[src/rtl/mux_sel_seq_if.sv]
// Bus bundle between a controller and the mux select-pattern sequencer.
// The controller drives the run request and pattern; the sequencer returns
// the registered select line together with its progress and status flags.
interface mux_sel_seq_if #(
  parameter int LEN = 5,
  parameter int SW  = 3,
  parameter int RW  = 2
);
  logic           start;
  logic           abort;
  logic [LEN-1:0] pattern_in;
  logic           s;
  logic           busy;
  logic           step_strobe;
  logic [SW-1:0]  step_idx;
  logic [RW-1:0]  rep_idx;
  logic           done;

  modport master (
    output start, abort, pattern_in,
    input  s, busy, step_strobe, step_idx, rep_idx, done
  );

  modport slave (
    input  start, abort, pattern_in,
    output s, busy, step_strobe, step_idx, rep_idx, done
  );
endinterface

[src/rtl/mux_sel_seq.sv]
// Select-pattern sequencer feeding the select input of a 2:1 mux.
// A captured LEN-bit pattern is played LSB first, with each bit held for HOLD
// cycles and the whole pattern repeated REPEAT times. Every output comes
// straight from a flop, so nothing on the bus is combinational from an input.
module mux_sel_seq #(
  parameter int LEN    = 5,
  parameter int HOLD   = 10,
  parameter int REPEAT = 3,
  parameter int SW     = (LEN > 1) ? $clog2(LEN) : 1,
  parameter int RW     = (REPEAT > 1) ? $clog2(REPEAT) : 1
) (
  input logic          clk,
  input logic          rst,
  mux_sel_seq_if.slave bus
);

  localparam int HW = (HOLD > 1) ? $clog2(HOLD) : 1;

  // Terminal values; equality against these avoids constant-false compares
  // when LEN, HOLD or REPEAT is 1.
  localparam logic [SW-1:0] LAST_STEP = SW'(LEN - 1);
  localparam logic [RW-1:0] LAST_REP  = RW'(REPEAT - 1);
  localparam logic [HW-1:0] LAST_HOLD = HW'(HOLD - 1);

  typedef enum logic [1:0] {IDLE, RUN, DONE} state_t;

  state_t         state, state_nxt;
  logic [LEN-1:0] pat_reg, pat_nxt;
  logic [HW-1:0]  cnt, cnt_nxt;
  logic [SW-1:0]  step, step_nxt;
  logic [RW-1:0]  rep, rep_nxt;
  logic           s_reg, s_nxt;
  logic           busy_reg, busy_nxt;
  logic           strobe_reg, strobe_nxt;
  logic           done_reg, done_nxt;

  // State and output registers; reset dominates abort and start.
  always_ff @(posedge clk) begin
    if (rst) begin
      state      <= IDLE;
      pat_reg    <= '0;
      cnt        <= '0;
      step       <= '0;
      rep        <= '0;
      s_reg      <= 1'b0;
      busy_reg   <= 1'b0;
      strobe_reg <= 1'b0;
      done_reg   <= 1'b0;
    end else begin
      state      <= state_nxt;
      pat_reg    <= pat_nxt;
      cnt        <= cnt_nxt;
      step       <= step_nxt;
      rep        <= rep_nxt;
      s_reg      <= s_nxt;
      busy_reg   <= busy_nxt;
      strobe_reg <= strobe_nxt;
      done_reg   <= done_nxt;
    end
  end

  // Next-state logic; the select for the coming cycle is looked up from the
  // next pattern and step so that s always matches pattern_reg[step_idx].
  always_comb begin
    state_nxt  = state;
    pat_nxt    = pat_reg;
    cnt_nxt    = cnt;
    step_nxt   = step;
    rep_nxt    = rep;
    strobe_nxt = 1'b0;
    done_nxt   = 1'b0;

    case (state)
      IDLE: begin
        if (bus.start) begin
          state_nxt  = RUN;
          pat_nxt    = bus.pattern_in;
          cnt_nxt    = '0;
          step_nxt   = '0;
          rep_nxt    = '0;
          strobe_nxt = 1'b1;
        end
      end
      RUN: begin
        if (bus.abort) begin
          state_nxt = IDLE;
          cnt_nxt   = '0;
          step_nxt  = '0;
          rep_nxt   = '0;
        end else if (cnt == LAST_HOLD) begin
          cnt_nxt = '0;
          if (step != LAST_STEP) begin
            step_nxt   = step + 1'b1;
            strobe_nxt = 1'b1;
          end else if (rep != LAST_REP) begin
            step_nxt   = '0;
            rep_nxt    = rep + 1'b1;
            strobe_nxt = 1'b1;
          end else begin
            state_nxt = DONE;
            step_nxt  = '0;
            rep_nxt   = '0;
            done_nxt  = 1'b1;
          end
        end else begin
          cnt_nxt = cnt + 1'b1;
        end
      end
      DONE: begin
        state_nxt = IDLE;
      end
      default: begin
        state_nxt = IDLE;
      end
    endcase

    busy_nxt = (state_nxt == RUN);
    s_nxt    = busy_nxt ? pat_nxt[step_nxt] : 1'b0;
  end

  assign bus.s           = s_reg;
  assign bus.busy        = busy_reg;
  assign bus.step_strobe = strobe_reg;
  assign bus.step_idx    = step;
  assign bus.rep_idx     = rep;
  assign bus.done        = done_reg;

endmodule

[src/flat_wrapper.sv]
// flat-port wrapper written by rule: the top's interface ports become plain ports
module mux_sel_seq_flat 
#(
  parameter int LEN    = 5,
  parameter int HOLD   = 10,
  parameter int REPEAT = 3,
  parameter int SW     = (LEN > 1) ? $clog2(LEN) : 1,
  parameter int RW     = (REPEAT > 1) ? $clog2(REPEAT) : 1
)
  (clk, rst, bus_start, bus_abort, bus_pattern_in, bus_s, bus_busy, bus_step_strobe, bus_step_idx, bus_rep_idx, bus_done);
  mux_sel_seq_if #(.LEN(LEN), .SW(SW), .RW(RW)) bus_i ();
  input logic clk;
  input logic rst;
  input wire logic [$bits(bus_i.start)-1:0] bus_start;
  input wire logic [$bits(bus_i.abort)-1:0] bus_abort;
  input wire logic [$bits(bus_i.pattern_in)-1:0] bus_pattern_in;
  output wire logic [$bits(bus_i.s)-1:0] bus_s;
  output wire logic [$bits(bus_i.busy)-1:0] bus_busy;
  output wire logic [$bits(bus_i.step_strobe)-1:0] bus_step_strobe;
  output wire logic [$bits(bus_i.step_idx)-1:0] bus_step_idx;
  output wire logic [$bits(bus_i.rep_idx)-1:0] bus_rep_idx;
  output wire logic [$bits(bus_i.done)-1:0] bus_done;
  assign bus_i.start = bus_start;
  assign bus_i.abort = bus_abort;
  assign bus_i.pattern_in = bus_pattern_in;
  assign bus_s = bus_i.s;
  assign bus_busy = bus_i.busy;
  assign bus_step_strobe = bus_i.step_strobe;
  assign bus_step_idx = bus_i.step_idx;
  assign bus_rep_idx = bus_i.rep_idx;
  assign bus_done = bus_i.done;
  mux_sel_seq #(.LEN(LEN), .HOLD(HOLD), .REPEAT(REPEAT), .SW(SW), .RW(RW)) u_core (.clk(clk), .rst(rst), .bus(bus_i));
endmodule
[config.mk]
export PLATFORM = sky130hd
export DESIGN_NAME = mux_sel_seq_flat
export DESIGN_NICKNAME = d
export VERILOG_FILES = /design/src/rtl/mux_sel_seq_if.sv /design/src/rtl/mux_sel_seq.sv /design/src/flat_wrapper.sv
export SDC_FILE = /design/constraint.sdc
export NUM_CORES = 1
export LEC_CHECK = 0
export BUFFER_PORTS_ARGS = -buffer_cell sky130_fd_sc_hd__clkbuf_2
export CORE_MARGIN = 3
export CORE_UTILIZATION = 48
export DETAILED_ROUTE_END_ITERATION = 8
export GPL_ROUTABILITY_DRIVEN = 0
export PLACE_DENSITY = 0.7
export SETUP_SLACK_MARGIN = 0.2
export SYNTH_ARGS = -nofsm -noshare
export SYNTH_HDL_FRONTEND = slang
export SYNTH_SLANG_ARGS = --single-unit
[constraint.sdc]
create_clock -name clk -period 1.9 [get_ports clk]
set_input_delay 0.285 -clock clk [delete_from_list [all_inputs] [get_ports clk]]
set_output_delay 0.285 -clock clk [all_outputs]
set_load 0.03 [all_outputs]
After elaboration in Yosys (flattened, before gate mapping) --
Index checks and enable logic that the tools add are counted.
Word-level totals: input bits 9, word-level logic and storage cells 62, bits in registers 20, output and inout bits 9
Cells by class: add/sub/neg operators 3, reductions and logical operators 6, order comparisons 1, equality and inequality tests 8, bitwise gates (word level) 3, mux-type cells 32
Operators by type and width (number):
- $mux 2 | 10
- $mux 3 | 4
- $mux 4 | 3
- $mux 5 | 2
- $pmux 2 s2 | 2
- $pmux 4 s2 | 1
- $mux 1 | 7
- $ne 3x3->1 const B | 2
- $pmux 3 s2 | 1
- $reduce_or 5->1 | 1
- $add 4x1->4 const B | 1
- $eq 2x1->1 const B | 2
- $eq 4x4->1 const B | 1
- $lt 3x4->1 const B | 1
- $ne 2x2->1 const B | 2
- $reduce_and 4->1 | 1
- $add 3x1->3 const B | 1
- $bmux 1 s3 | 1
- $ne 3x2->1 const B | 1
- $not 1->1 | 3
- $add 2x1->2 const B | 1
- $logic_not 2->1 | 1
- $pmux 1 s2 | 1
- $reduce_and 2->1 | 1
- other kinds (2) | 2

Logic depth before layout (Yosys ltp) --
Gate-level depths: netlist of the first run.
word-level depth 9, mapped depth 7, gate-level depth less buffers 7

Worst setup path before layout of the first run --
Ideal clock, no wire load.
path kind register -> register, from register u_core.step[0], in the netlist u_core.bus.step_idx[0], to register u_core.s_reg, in the netlist u_core.bus.s, period minus slack after synthesis 1.799 ns, stages on the path, launching flop included 8, library setup time 0.120 ns, data required time 1.780 ns, arrival 1.679 ns, path slack 0.101 ns, path buffers 0, cells stage by stage dfxtp_1 inv_1 ha_1 a21oi_1 nand3_1 a31oi_1 a211oi_1 o31a_1
On the way: longest elaborated chain between the ends 8, elaborated cells between the ends (all ways) 16, classes of those cells add/sub (1); eq/ne (2); mux (11); bitwise (1); reduce/logical (1)
Ends and longest elaborated chain:
- start, declared | RTL line mux_sel_seq.sv:30 | logic [SW-1:0] step, step_nxt;
- start signal, assigned | RTL line mux_sel_seq.sv:53 | step <= step_nxt;
- parallel branches: the longest is 8 deep, another holds $add 3x1->3
- end signal, assigned | RTL line mux_sel_seq.sv:55 | s_reg <= s_nxt;
- end, declared | RTL line mux_sel_seq.sv:32 | logic s_reg, s_nxt;
Several ways; the timed one is not identified. The select of a mux whose other input is x is not followed. A chain may end at the register's enable or synchronous reset.

Worst setup path in the final report of the first run --
from register u_core.cnt[1], to register u_core.s_reg, in the netlist u_core.bus.s
On the way: longest elaborated chain between the ends 7, elaborated cells between the ends (all ways) 12, classes of those cells eq/ne (2); mux (8); bitwise (1); reduce/logical (1)
Ends and longest elaborated chain:
- start, declared | RTL line mux_sel_seq.sv:29 | logic [HW-1:0] cnt, cnt_nxt;
- start signal, assigned | RTL line mux_sel_seq.sv:52 | cnt <= cnt_nxt;
- $eq 4x4->1 * | RTL line mux_sel_seq.sv:90 | end else if (cnt == LAST_HOLD) begin
- parallel branches: the longest is 6 deep, another holds $mux 3
Mark *: on every way between the ends. The select of a mux whose other input is x is not followed.

==> impl_metrics.yaml, run 1 <==
synth:
  syn_nets: 115
  ys_ff_latch: 20
  synthesis.area_um2: 978
  avgSynthCellArea_um2: 9.59
  synth_cell_types: 39
  synth_enable_flop_cells: 0
  syn-instance-count: 102
  async_reset_ff_share_pct: 0
  yosysSeqAreaShare_pct: 40.9
  ys.flop_type: "dfxtp_1"
  yosys_warnings: 0
final_layout:
  layout.nets: 143
  seqCellArea_um2: 418
  fin_util_pct: 69.5
  syn2layout_area_growth_pct: 29.3
  largest_register_ffs: 5
  nFillCells: 152
  multi_input_area_um2: 623
  antennaDiodeCount: 0
  final_layout_size_suffix_gt1_share_pct: 42.6
global_route:
  grt-ovfl-total: 0
  grt_max_degree: 17
  grt_usage_pct: 17.2
  grt_pass1_wl_mm: 3.44
  grt_pass1_vias: 774
  antenna_found_initial: 0
setup_path:
  start_kind: "flip-flop"
  critPathRequiredTime_ns: 2.11
  path_max_fanout: 6
  worstSetupEndpointType: "flip-flop"
  cp.arrival_ns: 1.91
  worstSetupPathType: "flip-flop to flip-flop"
cts:
  clock_sinks: 20
  root_buffer: "clkbuf_4"
  clk_pin_slew_ns: 0.11
  numCtsBuffers: 3
  clock_path_buffers: 2
  htreeDepth: 1
  cts_tree: "done"
  clkLatencyLatePin_ns: 0.30
timing:
  hold_viol: 0
  worst_pin_slew_ns: 0.394
  timing.fmax_mhz: 586
  setup_tns_ns: 0
  fin_skew_ns: 0.00530
  drv_slew: 0
  period_needed_ns: 1.71
  postLayoutSetupSlackWorst_ns: 0.195
  hold_ws_ns: 0.210
  setup_viol_count_final: 0
  maxSlewHeadroom_pct: 73.3
  rsz0062_at_grt: "false"
  period_share_pct: 89.8
route:
  detail-route-antenna-nets: 0
  dr.first_iter.drc_count: 19
  vias_per_cell: 5.76
  route.detailed.drc: 0
  wl_per_cell_um: 14.9
  dr.pass1.iters: 4
  routed_wl_mm: 2.29
  num_vias: 887
floorplanning:
  die_height_um: 51.2
  die_w_um: 51.2
  rows: 15
  initial_core_util_pct: 53.7
  die_area_um2: 2620
  ios: 18
  core_um2: 1820
place:
  io_buffer_count: 17
  dp_hpwl_mm: 1.47
  place_ws_ns: 0.108
power_and_ir_drop:
  power.share.combinational_pct: 14.5
  switching_power_mw: 0.198
  p_int_mw: 0.604
  p_clk_share_pct: 30.3
  power.leakage_nw: 0.500
  pwr-share-seq_pct: 55.2
  sw_frac_of_total_pct: 24.7
  power_density_nw_per_um2: 634
  peakVddDrop_mv: 0.485
flow_run:
  drv_cap: 0
worst_hold_path:
  hp-class: "input port to flip-flop"
run_status:
  status: "completed"
cells by family after synthesis:
kind of cell	after synthesis	synth area share, %
flip-flops	20	40.9
adder cells (fa/ha/maj)	4	5.12
buffers and inverters	5	2.05
AND/OR/NAND/NOR	39	24.2
XOR/XNOR	3	2.69
multiplexers	6	6.14
AO/OA/AOI/OAI	25	18.9
timing repair:
action	in CTS	in global routing
endpoints found under the setup margin	1	1
hold buffers	0	0
buffers inserted	1	6
gates resized for setup	4	21
hold endpoints to repair	0	0
pin swaps	0	9
power groups by stage:
stage | clock, mW | combinational [mW] | sequential [mW]
after floorplan | 0 | 0.0600 | 0.460
after global placement | 0 | 0.0959 | 0.454
after detailed placement | 0 | 0.0961 | 0.455
after CTS | 0.249 | 0.0963 | 0.445
after global routing | 0.263 | 0.126 | 0.444
final | 0.243 | 0.116 | 0.442
synth_stat cells, types with 2 or more instances:
| cell | number | share of area, % |
|---|---|---|
| a21oi_1 | 4 | 2.0 |
| inv_1 | 3 | 1.2 |
| nor4_1 | 3 | 1.9 |
| nor2_1 | 15 | 5.8 |
| a22oi_1 | 4 | 3.1 |
| nand2_1 | 3 | 1.2 |
| nand3_1 | 2 | 1.0 |
| xor2_1 | 2 | 1.8 |
| dfxtp_1 | 20 | 41 |
| a211oi_1 | 5 | 3.8 |
| ha_1 | 4 | 5.1 |
| nor3_1 | 2 | 1.0 |
| and3_1 | 2 | 1.3 |
| mux2i_1 | 6 | 6.1 |
| o21ai_0 | 3 | 1.5 |
routing by layer:
metal / GRT usage, % / vias to the layer above / wire length, um
li1: - / 438 / -
met1: 24.8 / 411 / 1100
met2: 24.5 / 31 / 986
met3: 3.79 / 7 / 154
met4: 6.73 / 0 / 49
met5: 0 / - / 0
placed cells by master (no fill, tap or decap), drive strengths merged, types with 2 or more instances in the layout:
| cell type | Yosys | final |
|---|---|---|
| clkbuf | 1 | 21 |
| inv | 3 | 3 |
| ha | 4 | 4 |
| nand2 | 3 | 3 |
| a22oi | 4 | 4 |
| and3 | 2 | 2 |
| or3b | 2 | 2 |
| dfxtp | 20 | 20 |
| a211oi | 5 | 5 |
| nor2 | 15 | 15 |
| mux2i | 6 | 6 |
| buf | 1 | 8 |
| xor2 | 2 | 2 |
| nor3 | 2 | 2 |
| nand3 | 2 | 2 |
| o21ai | 4 | 4 |
| nor3b | 2 | 2 |
| a21oi | 4 | 4 |
| nor4 | 3 | 3 |
through the flow:
step           power, mW  instances  instance area (um^2)
6_report           0.802        154                  1260
5_1_grt            0.832        154                  1260
4_1_cts            0.791        148                  1150
3_5_place_dp       0.551        143                  1100
3_3_place_gp       0.550        143                  1100
2_1_floorplan      0.520        102                   981
area by class of cell:
cell class	count	area share [%]
Multi-Input combinational cell	77	49.3
Sequential cell	20	33.0
Timing Repair Buffer	25	11.5
Clock buffer	4	2.87
Tap cell	25	2.47
Inverter	3	0.890
worst paths after layout:
check / start / to / slack, ns / cells after the start
min: bus_pattern_in[1] / u_core.pat_reg[1] / 0.21 / 3
min reg2reg: u_core.pat_reg[1] / u_core.pat_reg[1] / 0.50 / 2
max: u_core.cnt[1] / u_core.bus.s / 0.19 / 7
max reg2reg: u_core.cnt[1] / u_core.bus.s / 0.19 / 7
worst max-delay path, stage by stage, from the launching register on:
cell and delay, ns:
dfxtp_2 0.35, inv_2 0.06, ha_4 0.13, nand3b_1 0.22
a22o_1 0.30, o21ai_1 0.17, a211oi_2 0.09, o31a_1 0.29
No activity file was read; power rests on OpenSTA's default activity.
==> run 2: changes to the inputs <==
--- a/config.mk
+++ b/config.mk
@@ -8,6 +8,7 @@
 export BUFFER_PORTS_ARGS = -buffer_cell sky130_fd_sc_hd__clkbuf_2
 export CORE_MARGIN = 3
 export CORE_UTILIZATION = 48
+export CTS_BUF_LIST = sky130_fd_sc_hd__clkbuf_8
 export DETAILED_ROUTE_END_ITERATION = 8
 export GPL_ROUTABILITY_DRIVEN = 0
 export PLACE_DENSITY = 0.7
==> impl_metrics.yaml, run 2 (synthesis gave the netlist of run 1 again) <==
final_layout:
  final_common_cell: "clkbuf_2"
  layout.nets: 143
  layout_common_cells: "clkbuf_2, nor2_1, dfxtp_1"
  antennaDiodeCount: 0
  largest_register_ffs: 5
  stdcell_count: 154
  final_cell_area_um2: 1280
  final_layout_size_suffix_gt1_share_pct: 43.4
  syn2layout_area_growth_pct: 30.4
floorplanning:
  die_area_um2: 2620
  core_um2: 1820
  die_w_um: 51.2
  initial_core_util_pct: 53.7
  die_height_um: 51.2
  rows: 15
  ios: 18
power_and_ir_drop:
  peakVddDrop_mv: 0.517
  power.leakage_nw: 0.506
  power_density_nw_per_um2: 689
route:
  detail-route-antenna-nets: 0
  route.layer.met1.wl_mm: 1.10
  route.detailed.drc: 0
  wl_per_cell_um: 15.4
  wl_met3_um: 164
  met2_length_mm: 1.01
  num_vias: 920
  highest_layer: "met4"
  dr.pass1.iters: 4
  vias_per_cell: 5.97
  dr.first_iter.drc_count: 15
  routed_wl_mm: 2.38
global_route:
  grt_usage_pct: 18.2
  antenna_found_initial: 0
  grt_pass1_vias: 791
  grt_max_degree: 17
  grt-ovfl-total: 0
  grt_pass1_wl_mm: 3.53
timing:
  setup_tns_ns: 0
  timing.fmax_mhz: 562
  rsz0062_at_grt: "true"
  hold_ws_ns: 0.276
  fin_skew_ns: 0.00280
  hold_viol: 0
  setup_viol_count_final: 0
  period_needed_ns: 1.78
  worst_pin_slew_ns: 0.406
  maxSlewHeadroom_pct: 72.8
  drv_slew: 0
  period_share_pct: 93.7
cts:
  clock_path_buffers: 2
  htreeDepth: 1
  numCtsBuffers: 3
  cts_hold_buffers: 0
  cts_tree: "done"
  root_buffer: "clkbuf_8"
  clock_sinks: 20
  clk_pin_slew_ns: 0.07
  clkLatencyLatePin_ns: 0.26
place:
  dp_hpwl_mm: 1.47
  io_buffer_count: 17
  dp.cells: 143
  placed_area_um2: 1100
setup_path:
  worstSetupPathType: "flip-flop to flip-flop"
  start_kind: "flip-flop"
  path_max_fanout: 6
  cp.arrival_ns: 1.93
  critPathRequiredTime_ns: 2.05
  worstSetupEndpointType: "flip-flop"
worst_hold_path:
  hp-class: "input port to flip-flop"
run_status:
  status: "completed"
flow_run:
  drv_cap: 0
## run 2: cell counts in the layout (fill, tap and decap cells not counted)
No cell type changed its count.
## run 2: metal layers
layer / vias up / track usage [%]
met1: 438 / 25.5
met2: 35 / 25.1
met3: 9 / 2.92
li1: 438 / -
met4: 0 / 12.1
met5: - / 0
## run 2: final timing paths
check / startpoint / end / slack (ns) / cells after the start
hold reg to reg: u_core.pat_reg[4] / u_core.pat_reg[4] / 0.51 / 2
setup / recovery: u_core.cnt[1] / u_core.bus.s / 0.12 / 7
setup reg to reg: u_core.cnt[1] / u_core.bus.s / 0.12 / 7
hold / removal: bus_pattern_in[2] / u_core.pat_reg[2] / 0.28 / 3
## run 2: area by class of cell
class	instances	area [um^2]
inverters	3	11.3
flip-flops and latches	20	415
clock buffers	4	55.1
fillers	148	544
well taps	25	31.3
repair buffers	25	145
multi-input cells	77	618
## run 2: what timing repair did
item                       in CTS  in global routing
pin swaps                       1                  6
gates resized for setup         4                 20
setup buffers                   2                  5
setup endpoints to repair       1                  3
## run 2: worst max-delay path, cell delays in order (launching register included)
cell      delay, ns
dfxtp_2        0.33
inv_2          0.04
ha_2           0.16
nand3b_1       0.24
o211ai_1       0.34
nand2_1        0.17
and3_1         0.18
o31a_1         0.22
## run 2: where the power goes
group	internal, mW	switching, mW
registers	0.433	0.00986
clock network	0.184	0.137
logic	0.0539	0.0619
total	0.671	0.208
## run 2: stage by stage
stage	worst slack, ns	utilization (%)	total power, mW
CTS	0.205	64.4	0.876
global route	0.0429	70.1	0.914
finish	0.119	70.1	0.879
global placement	0.146	60.2	0.550
floorplan	0.244	-	0.520
detailed placement	0.108	60.2	0.551
==> run 3: changes to the inputs <==
==> constraint.sdc (replaced) <==
create_clock -name clk -period 1.9 [get_ports clk]
set_input_delay 0.38 -clock clk [delete_from_list [all_inputs] [get_ports clk]]
set_output_delay 0.38 -clock clk [all_outputs]
set_load 0.03 [all_outputs]
==> impl_metrics.yaml, run 3 (synthesis gave the netlist of run 1 again) <==
final_layout:
  layout_common_cells: "clkbuf_2, nor2_1, dfxtp_1"
  stdcell_count: 152
  final_layout_size_suffix_gt1_share_pct: 40.2
  final_cell_area_um2: 1250
  fin_util_pct: 68.9
  largest_register_ffs: 5
  syn2layout_area_growth_pct: 28.3
  layout.nets: 141
  antennaDiodeCount: 0
  final_common_cell: "clkbuf_2"
timing:
  rsz0062_at_grt: "true"
  period_needed_ns: 1.76
  period_share_pct: 92.9
  hold_viol: 0
  hold_ws_ns: 0.359
  maxSlewHeadroom_pct: 75.5
  timing.fmax_mhz: 567
  postLayoutSetupSlackWorst_ns: 0.135
  setup_viol_count_final: 0
  worst_pin_slew_ns: 0.364
  drv_slew: 0
  fin_skew_ns: 0.000990
  setup_tns_ns: 0
worst_hold_path:
  hp-class: "input port to flip-flop"
  holdPathStages: 3
cts:
  clkLatencyLatePin_ns: 0.25
  numCtsBuffers: 3
  clk_pin_slew_ns: 0.07
  htreeDepth: 1
  cts_hold_buffers: 0
  root_buffer: "clkbuf_8"
  cts_tree: "done"
  clock_path_buffers: 2
  clock_sinks: 20
global_route:
  grt_pass1_vias: 783
  grt_usage_pct: 17.4
  grt-ovfl-total: 0
  antenna_found_initial: 0
  grt_pass1_wl_mm: 3.42
  grt_max_degree: 17
flow_run:
  drv_cap: 0
setup_path:
  startpoint: "u_core.state[1]"
  start_kind: "flip-flop"
  critPathRequiredTime_ns: 2.05
  cp.arrival_ns: 1.91
  path_max_fanout: 11
  cp-endpoint: "u_core.bus.s"
  rrSetupSlack_ns: 0.14
  reg2reg_depth: 5
  rr_endpoint: "u_core.bus.s"
  worstSetupEndpointType: "flip-flop"
  timing.rr.start: "u_core.state[1]"
  worstSetupPathType: "flip-flop to flip-flop"
power_and_ir_drop:
  power.leakage_nw: 0.498
  switching_power_mw: 0.204
  power_mw: 0.872
  p_clk_share_pct: 36.3
  sw_frac_of_total_pct: 23.4
  peakVddDrop_mv: 0.490
  pwr-share-seq_pct: 51.0
  power_density_nw_per_um2: 695
  p_int_mw: 0.668
  power.share.combinational_pct: 12.6
floorplanning:
  core_um2: 1820
  rows: 15
  die_area_um2: 2620
  initial_core_util_pct: 53.7
  die_w_um: 51.2
  ios: 18
  die_height_um: 51.2
route:
  wl_per_cell_um: 15.3
  num_vias: 888
  dr.first_iter.drc_count: 31
  route.detailed.drc: 0
  dr.pass1.iters: 4
  vias_per_cell: 5.84
  routed_wl_mm: 2.33
  detail-route-antenna-nets: 0
place:
  dp_hpwl_mm: 1.44
  dp.cells: 143
  placed_area_um2: 1100
  io_buffer_count: 17
  place_ws_ns: 0.0737
run_status:
  status: "completed"
[run 3: per-layer routing]
metal,GRT usage [%],wire [um],vias to the layer above
li1,-,-,433
met1,23.8,1050,406
met2,25.3,1040,40
met3,4.08,175,9
met4,8.52,63,0
met5,0,0,-
[run 3: how the worst min path moves through the flow]
stage / slack [ns] / end / start
floorplan: 0.45 / u_core.state[0] / rst
global placement: 0.47 / u_core.pat_reg[1] / u_core.pat_reg[1]
detailed placement: 0.48 / u_core.pat_reg[1] / u_core.pat_reg[1]
CTS: 0.36 / u_core.pat_reg[1] / bus_pattern_in[1]
global route: 0.38 / u_core.pat_reg[1] / bus_pattern_in[1]
finish: 0.36 / u_core.pat_reg[2] / bus_pattern_in[2]
[run 3: power groups by stage]
stage | registers, mW | logic, mW | clock network (mW)
floorplan | 0.460 | 0.0600 | 0
global placement | 0.454 | 0.0948 | 0
detailed placement | 0.455 | 0.0961 | 0
CTS | 0.445 | 0.0999 | 0.322
global route | 0.446 | 0.123 | 0.335
finish | 0.445 | 0.110 | 0.317
[run 3: area by class of cell]
cell class | instances | area, um^2
clock buffer | 4 | 55.1
fill | 150 | 566
inverter | 3 | 11.3
multi-input combinational | 77 | 612
sequential | 20 | 415
tap | 25 | 31.3
timing repair buffer | 23 | 130
[run 3: timing repair]
| item | 4_1_cts | 5_1_grt |
|---|---|---|
| gates resized for setup | 7 | 15 |
| pin swaps | 2 | 4 |
| setup buffers | 3 | 2 |
| endpoints found under the setup margin | 1 | 3 |
[run 3: worst max-delay path, stage by stage (launching register included)]
cell and delay, ns:
dfxtp_2 0.39, or3b_4 0.47, nor2_2 0.22, a221o_1 0.23, a211oi_2 0.06, o31a_1 0.29
